## config.mk

```make
export PLATFORM = sky130hd
export DESIGN_NAME = axi_burst_rd_master
export DESIGN_NICKNAME = d
export VERILOG_FILES = /design/src/rtl/axi_burst_rd_master.sv
export SDC_FILE = /design/constraint.sdc
export NUM_CORES = 1
export LEC_CHECK = 0
export ABC_AREA = 0
export BUFFER_PORTS_ARGS = -buffer_cell sky130_fd_sc_hd__buf_2
export CAP_MARGIN = 20
export CORE_UTILIZATION = 57
export DETAILED_ROUTE_END_ITERATION = 10
export HOLD_SLACK_MARGIN = 0.06
export PLACE_DENSITY = 0.81
export SLEW_MARGIN = 20
export SYNTH_ARGS = -nofsm -noshare
export SYNTH_HDL_FRONTEND = slang
export SYNTH_SLANG_ARGS = --single-unit
```

## constraint.sdc

```tcl
create_clock -name clk -period 7.2 [get_ports clk]
set_input_delay 0.72 -clock clk [delete_from_list [all_inputs] [get_ports clk]]
set_output_delay 0.72 -clock clk [all_outputs]
set_load 0.02 [all_outputs]
```

## src/rtl/axi_burst_rd_master.sv

```systemverilog
// AXI4 read master: splits a (start address, burst count) job into fixed 16-beat
// INCR bursts with bounded outstanding ARs and streams the returned beats on AXIS.
module axi_burst_rd_master #(
  parameter int DATA_WIDTH      = 64,
  parameter int ADDR_WIDTH      = 32,
  parameter int BURST_LEN       = 16,
  parameter int MAX_OUTSTANDING = 8
) (
  input  logic                  clk,
  input  logic                  rstn,
  input  logic                  RSTART_REG,
  input  logic [31:0]           RADDR_REG,
  input  logic [31:0]           RNBURST_REG,
  output logic                  RDONE_REG,
  output logic                  RERR_REG,
  output logic [1:0]            dbg_state,
  output logic                  m_axi_arid,
  output logic [ADDR_WIDTH-1:0] m_axi_araddr,
  output logic [7:0]            m_axi_arlen,
  output logic [2:0]            m_axi_arsize,
  output logic [1:0]            m_axi_arburst,
  output logic [3:0]            m_axi_arcache,
  output logic [2:0]            m_axi_arprot,
  output logic                  m_axi_arvalid,
  input  logic                  m_axi_arready,
  input  logic                  m_axi_rid,
  input  logic [DATA_WIDTH-1:0] m_axi_rdata,
  input  logic [1:0]            m_axi_rresp,
  input  logic                  m_axi_rlast,
  input  logic                  m_axi_rvalid,
  output logic                  m_axi_rready,
  output logic                  m_axis_tvalid,
  output logic [DATA_WIDTH-1:0] m_axis_tdata,
  output logic                  m_axis_tlast,
  input  logic                  m_axis_tready
);
  // Handshakes: a transfer happens on the rising edge where valid && ready;
  // a source never drops valid or changes payload while valid && !ready.
  localparam int              BURST_BYTES = BURST_LEN * DATA_WIDTH / 8;
  localparam int              OFFS        = $clog2(BURST_BYTES);
  localparam logic [3:0]      LAST_BEAT   = 4'(BURST_LEN - 1);
  localparam logic [24:0]     MAX_OS      = 25'(MAX_OUTSTANDING);

  typedef enum logic [1:0] {IDLE = 2'd0, ADDR = 2'd1, DRAIN = 2'd2, END = 2'd3} state_t;
  state_t state, state_nxt;

  logic [ADDR_WIDTH-1:0] addr_q;
  logic [24:0]           nburst_q, ar_cnt, done_cnt, done_nxt, ar_cnt_inc;
  logic [3:0]            beat_cnt;
  logic                  arvalid_q, err_q;
  logic                  out_valid, out_last, skid_valid, skid_last;
  logic [DATA_WIDTH-1:0] out_data, skid_data;
  logic                  accepting, r_hs, ar_hs, out_free, beat_tlast;
  logic                  unused_ok;

  assign unused_ok  = ^{m_axi_rid, RNBURST_REG[31:25]};
  assign accepting  = (state == ADDR) || (state == DRAIN);
  assign m_axi_rready = accepting && !skid_valid;
  assign r_hs       = m_axi_rvalid && m_axi_rready;
  assign ar_hs      = arvalid_q && m_axi_arready;
  assign out_free   = !out_valid || m_axis_tready;
  assign done_nxt   = done_cnt + {24'd0, r_hs && m_axi_rlast};
  assign ar_cnt_inc = ar_cnt + 25'd1;
  assign beat_tlast = (done_cnt == nburst_q - 25'd1) && m_axi_rlast;

  always_ff @(posedge clk) begin
    if (!rstn) state <= IDLE;
    else       state <= state_nxt;
  end

  always_comb begin
    state_nxt = state;
    case (state)
      IDLE:    if (RSTART_REG) state_nxt = (RNBURST_REG[24:0] != 25'd0) ? ADDR : END;
      ADDR:    if (ar_hs && (ar_cnt_inc == nburst_q)) state_nxt = DRAIN;
      // Leave as the last beat is being taken so RDONE follows it by one cycle.
      DRAIN:   if ((done_cnt == nburst_q) && !skid_valid && out_free) state_nxt = END;
      END:     if (!RSTART_REG) state_nxt = IDLE;
      default: state_nxt = IDLE;
    endcase
  end

  always_ff @(posedge clk) begin
    if (!rstn) begin
      addr_q    <= '0;
      nburst_q  <= '0;
      ar_cnt    <= '0;
      done_cnt  <= '0;
      beat_cnt  <= '0;
      arvalid_q <= 1'b0;
      err_q     <= 1'b0;
    end else begin
      if ((state == IDLE) && RSTART_REG) begin
        addr_q   <= {RADDR_REG[ADDR_WIDTH-1:OFFS], {OFFS{1'b0}}};
        err_q    <= |RADDR_REG[OFFS-1:0];
        nburst_q <= RNBURST_REG[24:0];
        ar_cnt   <= '0;
        done_cnt <= '0;
        beat_cnt <= '0;
      end
      // Outstanding is judged on next-cycle counts, so an AR and an RLAST in the
      // same cycle leave arvalid asserted.
      if (state == ADDR) begin
        if (ar_hs) begin
          addr_q    <= addr_q + ADDR_WIDTH'(BURST_BYTES);
          ar_cnt    <= ar_cnt_inc;
          arvalid_q <= (ar_cnt_inc != nburst_q) && ((ar_cnt_inc - done_nxt) < MAX_OS);
        end else if (!arvalid_q) begin
          arvalid_q <= (ar_cnt - done_nxt) < MAX_OS;
        end
      end else begin
        arvalid_q <= 1'b0;
      end
      if (r_hs) begin
        done_cnt <= done_nxt;
        beat_cnt <= m_axi_rlast ? 4'd0 : beat_cnt + 4'd1;
        if ((m_axi_rresp != 2'b00) || (m_axi_rlast != (beat_cnt == LAST_BEAT))) err_q <= 1'b1;
      end
    end
  end

  // Two-entry skid: rready only depends on the skid flop, so one beat can land
  // in the skid while the output register is stalled.
  always_ff @(posedge clk) begin
    if (!rstn) begin
      out_valid  <= 1'b0;
      out_last   <= 1'b0;
      out_data   <= '0;
      skid_valid <= 1'b0;
      skid_last  <= 1'b0;
      skid_data  <= '0;
    end else if (out_free) begin
      if (skid_valid) begin
        out_valid  <= 1'b1;
        out_data   <= skid_data;
        out_last   <= skid_last;
        skid_valid <= 1'b0;
      end else if (r_hs) begin
        out_valid <= 1'b1;
        out_data  <= m_axi_rdata;
        out_last  <= beat_tlast;
      end else begin
        out_valid <= 1'b0;
        out_last  <= 1'b0;
      end
    end else if (r_hs) begin
      skid_valid <= 1'b1;
      skid_data  <= m_axi_rdata;
      skid_last  <= beat_tlast;
    end
  end

  assign RDONE_REG     = (state == END);
  assign RERR_REG      = err_q;
  assign dbg_state     = state;
  assign m_axi_arid    = 1'b0;
  assign m_axi_araddr  = addr_q;
  assign m_axi_arlen   = 8'(BURST_LEN - 1);
  assign m_axi_arsize  = 3'd3;
  assign m_axi_arburst = 2'b01;
  assign m_axi_arcache = 4'b0011;
  assign m_axi_arprot  = 3'b000;
  assign m_axi_arvalid = arvalid_q;
  assign m_axis_tvalid = out_valid;
  assign m_axis_tdata  = out_data;
  assign m_axis_tlast  = out_last;
endmodule

```

==> metrics.cfg, run 1 <==
[run_status]
status=finished with violations
violations=design-rule violations

[floorplan]
start_util_pct=58.44
die_h_um=165.9
dieWidth_um=165.9
ios=263
design.core.area_mm2=0.02621
num_rows=59
dieArea_mm2=0.02753

[power_and_ir_drop]
seq_power_share_pct=36.1
clkPwrFrac_pct=31.5
ir_worst_vdd_mv=0.2894
comb_power_share_pct=32.4
p_per_area_mw_per_mm2=278.6
p_int_w=0.003067
netSwitchingPower_w=0.001777
power_switching_share_pct=36.69
power_leakage_nw=6.758

[grt]
grt_pass1_vias=14330
grt_max_degree=126
antenna_found_initial=4
overflow=0
grt_pass1_wl_um=72710
grt_usage_pct=31.76

[setup_path]
worst_r2r_endpoint=m_axi_arvalid
slowest_stage=a2111o_1
required_ns=7.69
setup.worst_path.class=flip-flop to flip-flop
path_max_fanout=7
r2r-start=dbg_state[0]
worstPathArrival_ns=7.14
r2r.worst_path.cells=28
critPathLaunchType=flip-flop
cpPeakStageDelay_ns=0.40
endpoint_kind=flip-flop
r2r_slack_ns=0.55

[flow_run]
max-cap-violations=0

[place]
place_inst=2475
gp_congestion=0.9578
place_ws_ns=0.4413
dp_hpwl_um=31880
port_buffers=233

[yosys]
netlist_top_cells_area=dfxtp_1, nand2_1, a21oi_1
syn_inst=2045
syn_area_per_cell_um2=7.489
synth_edf_count=0
yosysUniqueCellTypes=87
yosys.area.top_type=dfxtp_1
ys_seq_area_share_pct=32.29
synth_most_common_cell=nand2_1
synth_area_mm2=0.01531
yosys-top-cells-count=nand2_1, dfxtp_1, nor2_1, a21oi_1, clkbuf_1
synth-seq-cells=247
synth_top_area_share_pct=32.29
postSynth.asyncResetShare_pct=0
synth_warnings=0
synth_ff_type=dfxtp_1

[finish]
nets=2339
ff_latch_area_mm2=0.004949
area_growth_pct=13.54
final_cells=2527
drive_above_1_share_pct=14.80
multi_input_area_mm2=0.009608
n_fill_cell=2163

[timing]
fin_crit_sh_pct=92.30
fin_ws_ns=0.5540
setup_tns_ns=0
rsz0062_at_grt=no
setup_viol=0
finalMaxSlewViolations=0
fmax_ghz=0.1505
period_minus_slack_ns=6.646
worst_pin_slew_ns=1.099
hold_violations=0
skew_ns=0.009474
slew_headroom_pct=26.74

[clock_network]
cts.sinks=247
insertion_delay_ns=0.55
cts_tree=built
htreeDepth=1
cts_inserted_buffers=26
cts_root_buf=clkbuf_16
clockBufferDepth=3
postCtsHoldBufs=0
clk_pin_slew_ns=0.07

[drt]
totalWireLength_um=45460
wl_per_cell_um=17.99
ant_nets=0
via_per_inst=6.121
vias=15470
drt_iter0_drc=1321
firstDrtPassIters=9
drcViolationCount=1

[min_path]
hp-start=RADDR_REG[16]
min_path_type=primary input to flip-flop
hold_path_depth=3
min_to=m_axi_araddr[16]

## metal layers
| layer | track usage (%) | up-vias | wire length (um) | part of all wire (%) |
|---|---|---|---|---|
| met4 | 12.19 | 2 | 1620 | 3.6 |
| met3 | 5.744 | 116 | 3740 | 8.2 |
| li1 | - | 7441 | - | - |
| met1 | 40.79 | 7271 | 18900 | 42 |
| met2 | 52.96 | 637 | 21180 | 47 |
| met5 | 0 | - | 13 | 0.029 |
## through the flow
stage / hold slack [ns] / utilization, % / area (um2) / total power (W)
2_1_floorplan: 0.4320 / - / 15390 / 0.002828
3_3_place_gp: 0.4377 / 62.42 / 16360 / 0.003260
3_5_place_dp: 0.4461 / 62.42 / 16360 / 0.003305
4_1_cts: 0.4067 / 66.14 / 17330 / 0.004830
5_1_grt: 0.4193 / 66.35 / 17390 / 0.005067
6_report: 0.4116 / 66.35 / 17390 / 0.004844
## timing repair
item                                    4_1_cts  5_1_grt
buffers inserted                              0        0
gates resized for setup                       0        4
endpoints found under the setup margin        0        1
## how the worst max path moves through the flow
stage	start	endpoint	slack [ns]
final	dbg_state[0]	m_axi_arvalid	0.55
after global routing	dbg_state[0]	m_axi_arvalid	0.02
after floorplan	dbg_state[0]	m_axi_arvalid	1.34
after CTS	dbg_state[0]	m_axi_arvalid	0.41
after detailed placement	dbg_state[0]	m_axi_arvalid	0.44
after global placement	dbg_state[0]	m_axi_arvalid	0.66
## flip-flops by register name (all words and copies together) (netlist names)
name           count
skid_data         64
m_axi_araddr      32
skid_last          1
m_axi_arvalid      1
RERR_REG           1
m_axis_tdata      64
dbg_state          2
skid_valid         1
m_axis_tvalid      1
m_axis_tlast       1
done_cnt          25
ar_cnt            25
beat_cnt           4
nburst_q          25
## critical path: cells and delay by family, from the launching register on
kind	cells	cell delay [ns]
adder cells (fa/ha/maj)	3	0.81
buffers and inverters	2	0.16
AO/OA/AOI/OAI	11	2.66
multiplexers	1	0.13
AND/OR/NAND/NOR	10	2.25
flip-flops	1	0.39
XOR/XNOR	1	0.16
## cells by family (layout without fill, tap and decap cells)
kind of cell             count (synthesis)  count (layout)  share of synthesized area (%)
flip-flops                             247             247                          32.29
AND/OR/NAND/NOR                        843             843                          25.19
AO/OA/AOI/OAI                          500             500                          20.64
other                                    2              24                        0.04904
XOR/XNOR                               128             128                          7.672
adder cells (fa/ha/maj)                 50              50                          3.807
multiplexers                            71              71                          4.649
buffers and inverters                  204             329                          5.711
## power groups by stage
stage          Clock [W]  Sequential, W  Combinational (W)
4_1_cts          0.00153        0.00174            0.00155
2_1_floorplan          0        0.00194           0.000891
3_5_place_dp           0        0.00177            0.00154
3_3_place_gp           0        0.00176            0.00150
5_1_grt          0.00158        0.00178            0.00171
6_report         0.00153        0.00175            0.00157
## cell usage in the layout, fill, tap and decap left out, drive strengths merged, types with 6 or more instances in the layout
master and instances:
nand2 317, buf 248, dfxtp 247, nor2 228
a21oi 194, xnor2 85, a211oi 80, o21ai 78
mux2i 70, nor3 59, nand3 55, xor2 41
clkbuf 38, and3 34, ha 32, inv 32
nor4 25, nand4 24, a31oi 23, conb 21
maj3 18, a22oi 16, and2 15, or3 14
nor2b 13, nand2b 12, o211ai 12, a21o 12
nand3b 11, nor3b 8, a221oi 8, a311oi 8
o31ai 8, or2 8, a2111oi 7, and4 6
o21a 6, o22ai 6, bufinv 6
## area by class of cell
class                      count  area share (%)
clock inverter                10           1.216
multi-input combinational   1613           55.26
clock buffer                  38           4.404
timing repair buffer         248           7.469
sequential                   247           28.46
inverter                      33          0.7412
tap                          335           2.411
antenna                        3         0.04317
(Power assumes the default switching activity.)
==> inputs of run 2 (changes only) <==
- clock period: 7.2 -> 6.5 ns (I/O delays scaled with it)
==> run 2 against run 1 <==
Compared with the run above: the run still ends with design-rule violations left; worst setup slack worse by 0.13 ns; combinational power is 11% higher; final cell count is 0.28% higher; critical path type unchanged; critical endpoint unchanged; highest routed layer unchanged.
==> metrics.cfg, run 2 (same netlist as run 1, synthesis figures left out) <==
[run_status]
status=finished with violations
violations=design-rule violations

[timing]
fin_crit_sh_pct=93.45  ; +1.1 points
period_minus_slack_ns=6.075  ; -0.5714 ns
setup_tns_ns=0  ; unchanged
finalMaxSlewViolations=0  ; unchanged
hold_violations=0  ; unchanged
slew_headroom_pct=28.32  ; +1.6 points
fin_ws_ns=0.4254  ; -0.1286 ns
rsz0062_at_grt=no
worst_pin_slew_ns=1.071  ; -0.02754 ns
fmax_ghz=0.1646  ; +9.4%
setup_viol=0  ; unchanged
skew_ns=0.007069  ; -0.002405 ns

[floorplan]
ios=263  ; unchanged
design.core.area_mm2=0.02621  ; unchanged
dieArea_mm2=0.02753  ; unchanged
num_rows=59  ; unchanged
start_util_pct=58.44  ; unchanged
dieWidth_um=165.9  ; unchanged
die_h_um=165.9  ; unchanged

[clock_network]
cts_tree=built
cts_inserted_buffers=26  ; unchanged
insertion_delay_ns=0.55  ; about the same
htreeDepth=1  ; unchanged
clockBufferDepth=3  ; unchanged
cts_root_buf=clkbuf_16
clk_pin_slew_ns=0.06  ; about the same
cts.sinks=247  ; unchanged
postCtsHoldBufs=0  ; unchanged

[place]
port_buffers=233  ; unchanged
gp_congestion=0.9762  ; +1.9%
place_inst=2480  ; +0.20%
dp_hpwl_um=31940  ; +0.19%
place_ws_ns=0.05171  ; -0.3895 ns

[finish]
mostFrequentLayoutCell=nand2_1
drive_above_1_share_pct=15.72  ; +0.92 points
final_cells=2534  ; +0.28%
final_util_pct=66.28  ; -0.072 points
final_cell_mix=nand2_1, dfxtp_1, buf_2, nor2_1, a21oi_1
nets=2345  ; +0.26%
area_growth_pct=13.42

[grt]
overflow=0  ; unchanged
antenna_found_initial=6  ; +2
grt_usage_pct=31.61  ; -0.15 points
grt_max_degree=157  ; +25%
grt_pass1_vias=14230  ; -0.65%
grt_pass1_wl_um=72120  ; -0.81%

[drt]
firstDrtPassIters=9  ; unchanged
vias=15570  ; +0.68%
totalWireLength_um=45260  ; -0.43%
drt_iter0_drc=1543  ; +17%
ant_nets=0  ; unchanged
via_per_inst=6.145  ; +0.40%
wl_per_cell_um=17.86  ; -0.71%
drcViolationCount=1  ; unchanged

[setup_path]
worstPathArrival_ns=6.56  ; -0.58 ns
crit_start=dbg_state[0]
path_max_fanout=6  ; -1
cpPeakStageDelay_ns=0.45  ; +0.05 ns
worstSetupPathDepth=26  ; -7.1%
setup.worst_path.class=flip-flop to flip-flop
r2r.worst_path.cells=26  ; -7.1%
slowest_stage=a2111oi_2
endpoint_kind=flip-flop
required_ns=6.99  ; -0.70 ns
r2r-start=dbg_state[0]
critical_path.top_delay_family=compound AO/OA/AOI/OAI gates
path_buf_inv=3  ; +1
critPathLaunchType=flip-flop

[min_path]
hold_path_depth=3  ; unchanged
hp-start=RADDR_REG[16]
min_path_type=primary input to flip-flop

[power_and_ir_drop]
power_leakage_nw=6.718  ; -0.59%
power.total_w=0.005177  ; +6.9%
ir_worst_vdd_mv=0.3060  ; +5.8%
p_per_area_mw_per_mm2=298.1  ; +7.0%

[flow_run]
max-cap-violations=0  ; unchanged

## run 2: cell types whose count changed in the layout (fill, tap and decap cells not counted), moves of 3 or more
cell,change
clkbuf_8,-4
clkinvlp_4,+4
bufinv_16,-4
ha_1,-3
buf_4,+5
clkinv_2,+4
ha_2,+3
## run 2: path summary, 6_finish.rpt
kind,to,slack [ns]
max,m_axi_arvalid,0.43
min,m_axi_araddr[16],0.34
max reg2reg,m_axi_arvalid,0.43
min reg2reg,skid_data[11],0.46
## run 2: metal layers
layer  GRT usage (%)  up-vias  part of all wire, %
met1           40.50     7274                   41
met4           11.70        4                  3.2
met2           52.47      701                   46
met5               0        -                0.055
met3           6.411      104                  9.6
li1                -     7489                    -
## run 2: stage by stage
step	area, um2	hold WS, ns
global route	17370	0.3489
CTS	17250	0.3375
global placement	16390	0.4389
detailed placement	16390	0.4463
finish	17370	0.3442
floorplan	15390	0.4320
## run 2: worst register-to-register path, delay by kind of cell, from the launching register on
kind | cells | cell delay, ns
muxes | 1 | 0.10
DFF | 1 | 0.38
adders and majority gates | 3 | 0.86
and+or+nand+nor | 8 | 1.61
AOI/OAI and AO/OA | 10 | 2.54
xor gates and xnor gates | 1 | 0.20
buffers and inverters | 3 | 0.31
## run 2: layout make-up
type	count	area [um2]
Multi-Input combinational cell	1613	9656
Fill cell	2129	8837
Sequential cell	247	4949
Timing Repair Buffer	254	1348
Clock buffer	33	706.9
Tap cell	335	419.2
Clock inverter	15	150.1
Inverter	33	131.4
Antenna cell	4	10.01
## run 2: what timing repair did
| item | 4_1_cts | 5_1_grt |
|---|---|---|
| gates resized for setup | 0 | 17 |
| setup buffers | 0 | 1 |
| setup endpoints to repair | 0 | 1 |
## run 2: power breakdown
| group | switching [W] | total, W | internal [W] | leakage [nW] |
|---|---|---|---|---|
| clock network | 0.000650 | 0.00150 | 0.000854 | 0.414 |
| registers | 0.000191 | 0.00194 | 0.00175 | 2.01 |
| logic | 0.00113 | 0.00174 | 0.000607 | 4.30 |
| total | 0.00197 | 0.00518 | 0.00321 | 6.72 |
==> inputs of run 3 (changes only) <==
- MAX_ROUTING_LAYER: unset -> met4
==> run 3 against run 2 <==
Compared with the run above: routed wire length increased by 2.0%; critical path depth increased by 2; register-to-register slack got worse by 0.02 ns; sequential power about the same; design area about the same; sequential share of layout area about the same; clock-buffer cell count increased by 3; the run still ends with design-rule violations left; critical endpoint unchanged; combinational power about the same; clock power increased by 3%.
==> metrics.cfg, run 3 (same netlist as run 1, synthesis figures left out) <==
[drt]
vias=15620  ; +0.29%
drt_iter0_drc=1400  ; -9.3%
wl_per_cell_um=18.21  ; +1.9%
via_per_inst=6.158  ; +0.21%
drcViolationCount=2  ; +1
totalWireLength_um=46180  ; +2.0%
firstDrtPassIters=10  ; +1
ant_nets=0  ; unchanged

[timing]
setup_tns_ns=0  ; unchanged
period_minus_slack_ns=6.095  ; +0.02020 ns
setup_viol=0  ; unchanged
rsz0062_at_grt=no
finalMaxSlewViolations=0  ; unchanged
hold_violations=0  ; unchanged
slew_headroom_pct=27.38  ; -0.94 points
worst_pin_slew_ns=1.085  ; +0.01405 ns
fin_crit_sh_pct=93.77  ; +0.31 points
skew_ns=0.01589  ; +0.008818 ns
fmax_ghz=0.1641  ; -0.33%

[floorplan]
die_h_um=165.9  ; unchanged
num_rows=59  ; unchanged
design.core.area_mm2=0.02621  ; unchanged
dieArea_mm2=0.02753  ; unchanged
start_util_pct=58.44  ; unchanged
dieWidth_um=165.9  ; unchanged
ios=263  ; unchanged

[grt]
grt_pass1_vias=14340  ; +0.74%
grt_max_degree=152  ; -3.2%
antenna_found_initial=5  ; -1
grt_usage_pct=33.30  ; +1.7 points
grt_pass1_wl_um=73220  ; +1.5%
overflow=0  ; unchanged

[place]
gp_congestion=0.9535  ; -2.3%
dp_hpwl_um=32500  ; +1.7%
port_buffers=233  ; unchanged

[setup_path]
cpPeakStageDelay_ns=0.41  ; -0.04 ns
worst_r2r_endpoint=m_axi_arvalid
worstPathArrival_ns=6.59  ; +0.03 ns
path_max_fanout=4  ; -2
setup.worst_path.class=flip-flop to flip-flop
endpoint_kind=flip-flop
worstSetupPathDepth=28  ; +7.7%
required_ns=6.99  ; about the same
r2r-start=dbg_state[0]
critPathLaunchType=flip-flop
path_buf_inv=2  ; -1
r2r_slack_ns=0.41  ; -0.02 ns
critical_path.top_delay_family=compound AO/OA/AOI/OAI gates
cp_common_cell=nand3_1
slowest_stage=a2111o_1
r2r.worst_path.cells=28  ; +7.7%

[clock_network]
cts_tree=built
htreeDepth=1  ; unchanged
cts.sinks=247  ; unchanged
clk_pin_slew_ns=0.07  ; about the same
insertion_delay_ns=0.55  ; about the same
clockBufferDepth=3  ; unchanged
cts_inserted_buffers=26  ; unchanged
postCtsHoldBufs=0  ; unchanged
cts_root_buf=clkbuf_16

[finish]
area_growth_pct=13.46  ; about the same
multi_input_area_mm2=0.009619  ; -0.38%
n_fill_cell=2203  ; +3.5%
ff_latch_area_mm2=0.004949  ; unchanged
nets=2347  ; +0.085%
mostFrequentLayoutCell=nand2_1
drive_above_1_share_pct=15.53  ; -0.19 points
final_cell_mix=nand2_1, dfxtp_1, buf_2, nor2_1, a21oi_1

[power_and_ir_drop]
power.total_w=0.005216  ; +0.74%
power_leakage_nw=6.758  ; +0.60%
ir_worst_vdd_mv=0.3310  ; +8.2%
p_per_area_mw_per_mm2=300.2  ; +0.70%

[min_path]
min_path_type=primary input to flip-flop
min_to=m_axi_araddr[16]
hp-start=RADDR_REG[16]
hold_path_depth=3  ; unchanged

[run_status]
status=finished with violations
violations=design-rule violations

[flow_run]
max-cap-violations=0  ; unchanged

run 3: cell types whose count changed in the layout (fill, tap and decap cells not counted), moves of 2 or more:
cell        previous run  this run
ha_1                  29        31
clkbuf_1               4         2
clkinvlp_4             4         1
clkbuf_8               3         8
buf_4                 19        22
ha_2                   3         1
run 3: worst max-delay path by stage:
stage	from	end	slack, ns
after floorplan	dbg_state[0]	m_axi_arvalid	0.64
after global placement	dbg_state[0]	m_axi_arvalid	0.33
after detailed placement	dbg_state[0]	m_axi_arvalid	0.17
after CTS	dbg_state[0]	m_axi_arvalid	0.16
after global routing	dbg_state[0]	m_axi_arvalid	0.04
final	dbg_state[0]	m_axi_arvalid	0.41
run 3: routing by layer:
| metal | wire length [um] | GRT usage (%) | part of all wire, % | up-vias |
|---|---|---|---|---|
| li1 | - | - | - | 7470 |
| met1 | 19070 | 42.93 | 41 | 7322 |
| met2 | 21490 | 53.55 | 47 | 709 |
| met3 | 4128 | 4.766 | 8.9 | 116 |
| met4 | 1500 | 11.05 | 3.2 | 0 |
| met5 | 0 | - | 0 | - |
run 3: stage by stage:
step                util [%]  std cells  area [um2]  setup slack [ns]  hold WS, ns
CTS                    66.03       2530       17300            0.1615       0.3356
global placement       62.64       2483       16420            0.3293       0.4393
floorplan                  -       2064       15390            0.6398       0.4320
finish                 66.31       2536       17380            0.4052       0.3450
global route           66.31       2536       17380           0.03503       0.3483
detailed placement     62.64       2483       16420            0.1673       0.4463
run 3: layout make-up:
type	count	area share, %
Inverter	33	0.7560
Sequential cell	247	28.48
Clock inverter	11	0.6840
Tap cell	335	2.412
Timing Repair Buffer	256	7.820
Clock buffer	36	4.421
Multi-Input combinational cell	1613	55.36
Antenna cell	5	0.07200
run 3: worst register-to-register path: cells and delay by family, from the launching register on:
kind / cells / cell delay, ns
multiplexers: 1 / 0.10
flip-flops: 1 / 0.38
adder cells (fa/ha/maj): 3 / 0.79
XOR/XNOR: 1 / 0.14
buffers and inverters: 2 / 0.16
AO/OA/AOI/OAI: 11 / 2.60
AND/OR/NAND/NOR: 10 / 1.92
run 3: power breakdown:
group / total (W) / switching, W / internal, W
Combinational: 0.00173 / 0.00114 / 0.000597
Clock: 0.00154 / 0.000639 / 0.000904
Sequential: 0.00194 / 0.000194 / 0.00175
run 3: repair_timing:
action,4_1_cts,5_1_grt
endpoints found under the setup margin,0,1
gates resized for setup,0,9
buffers inserted,0,0
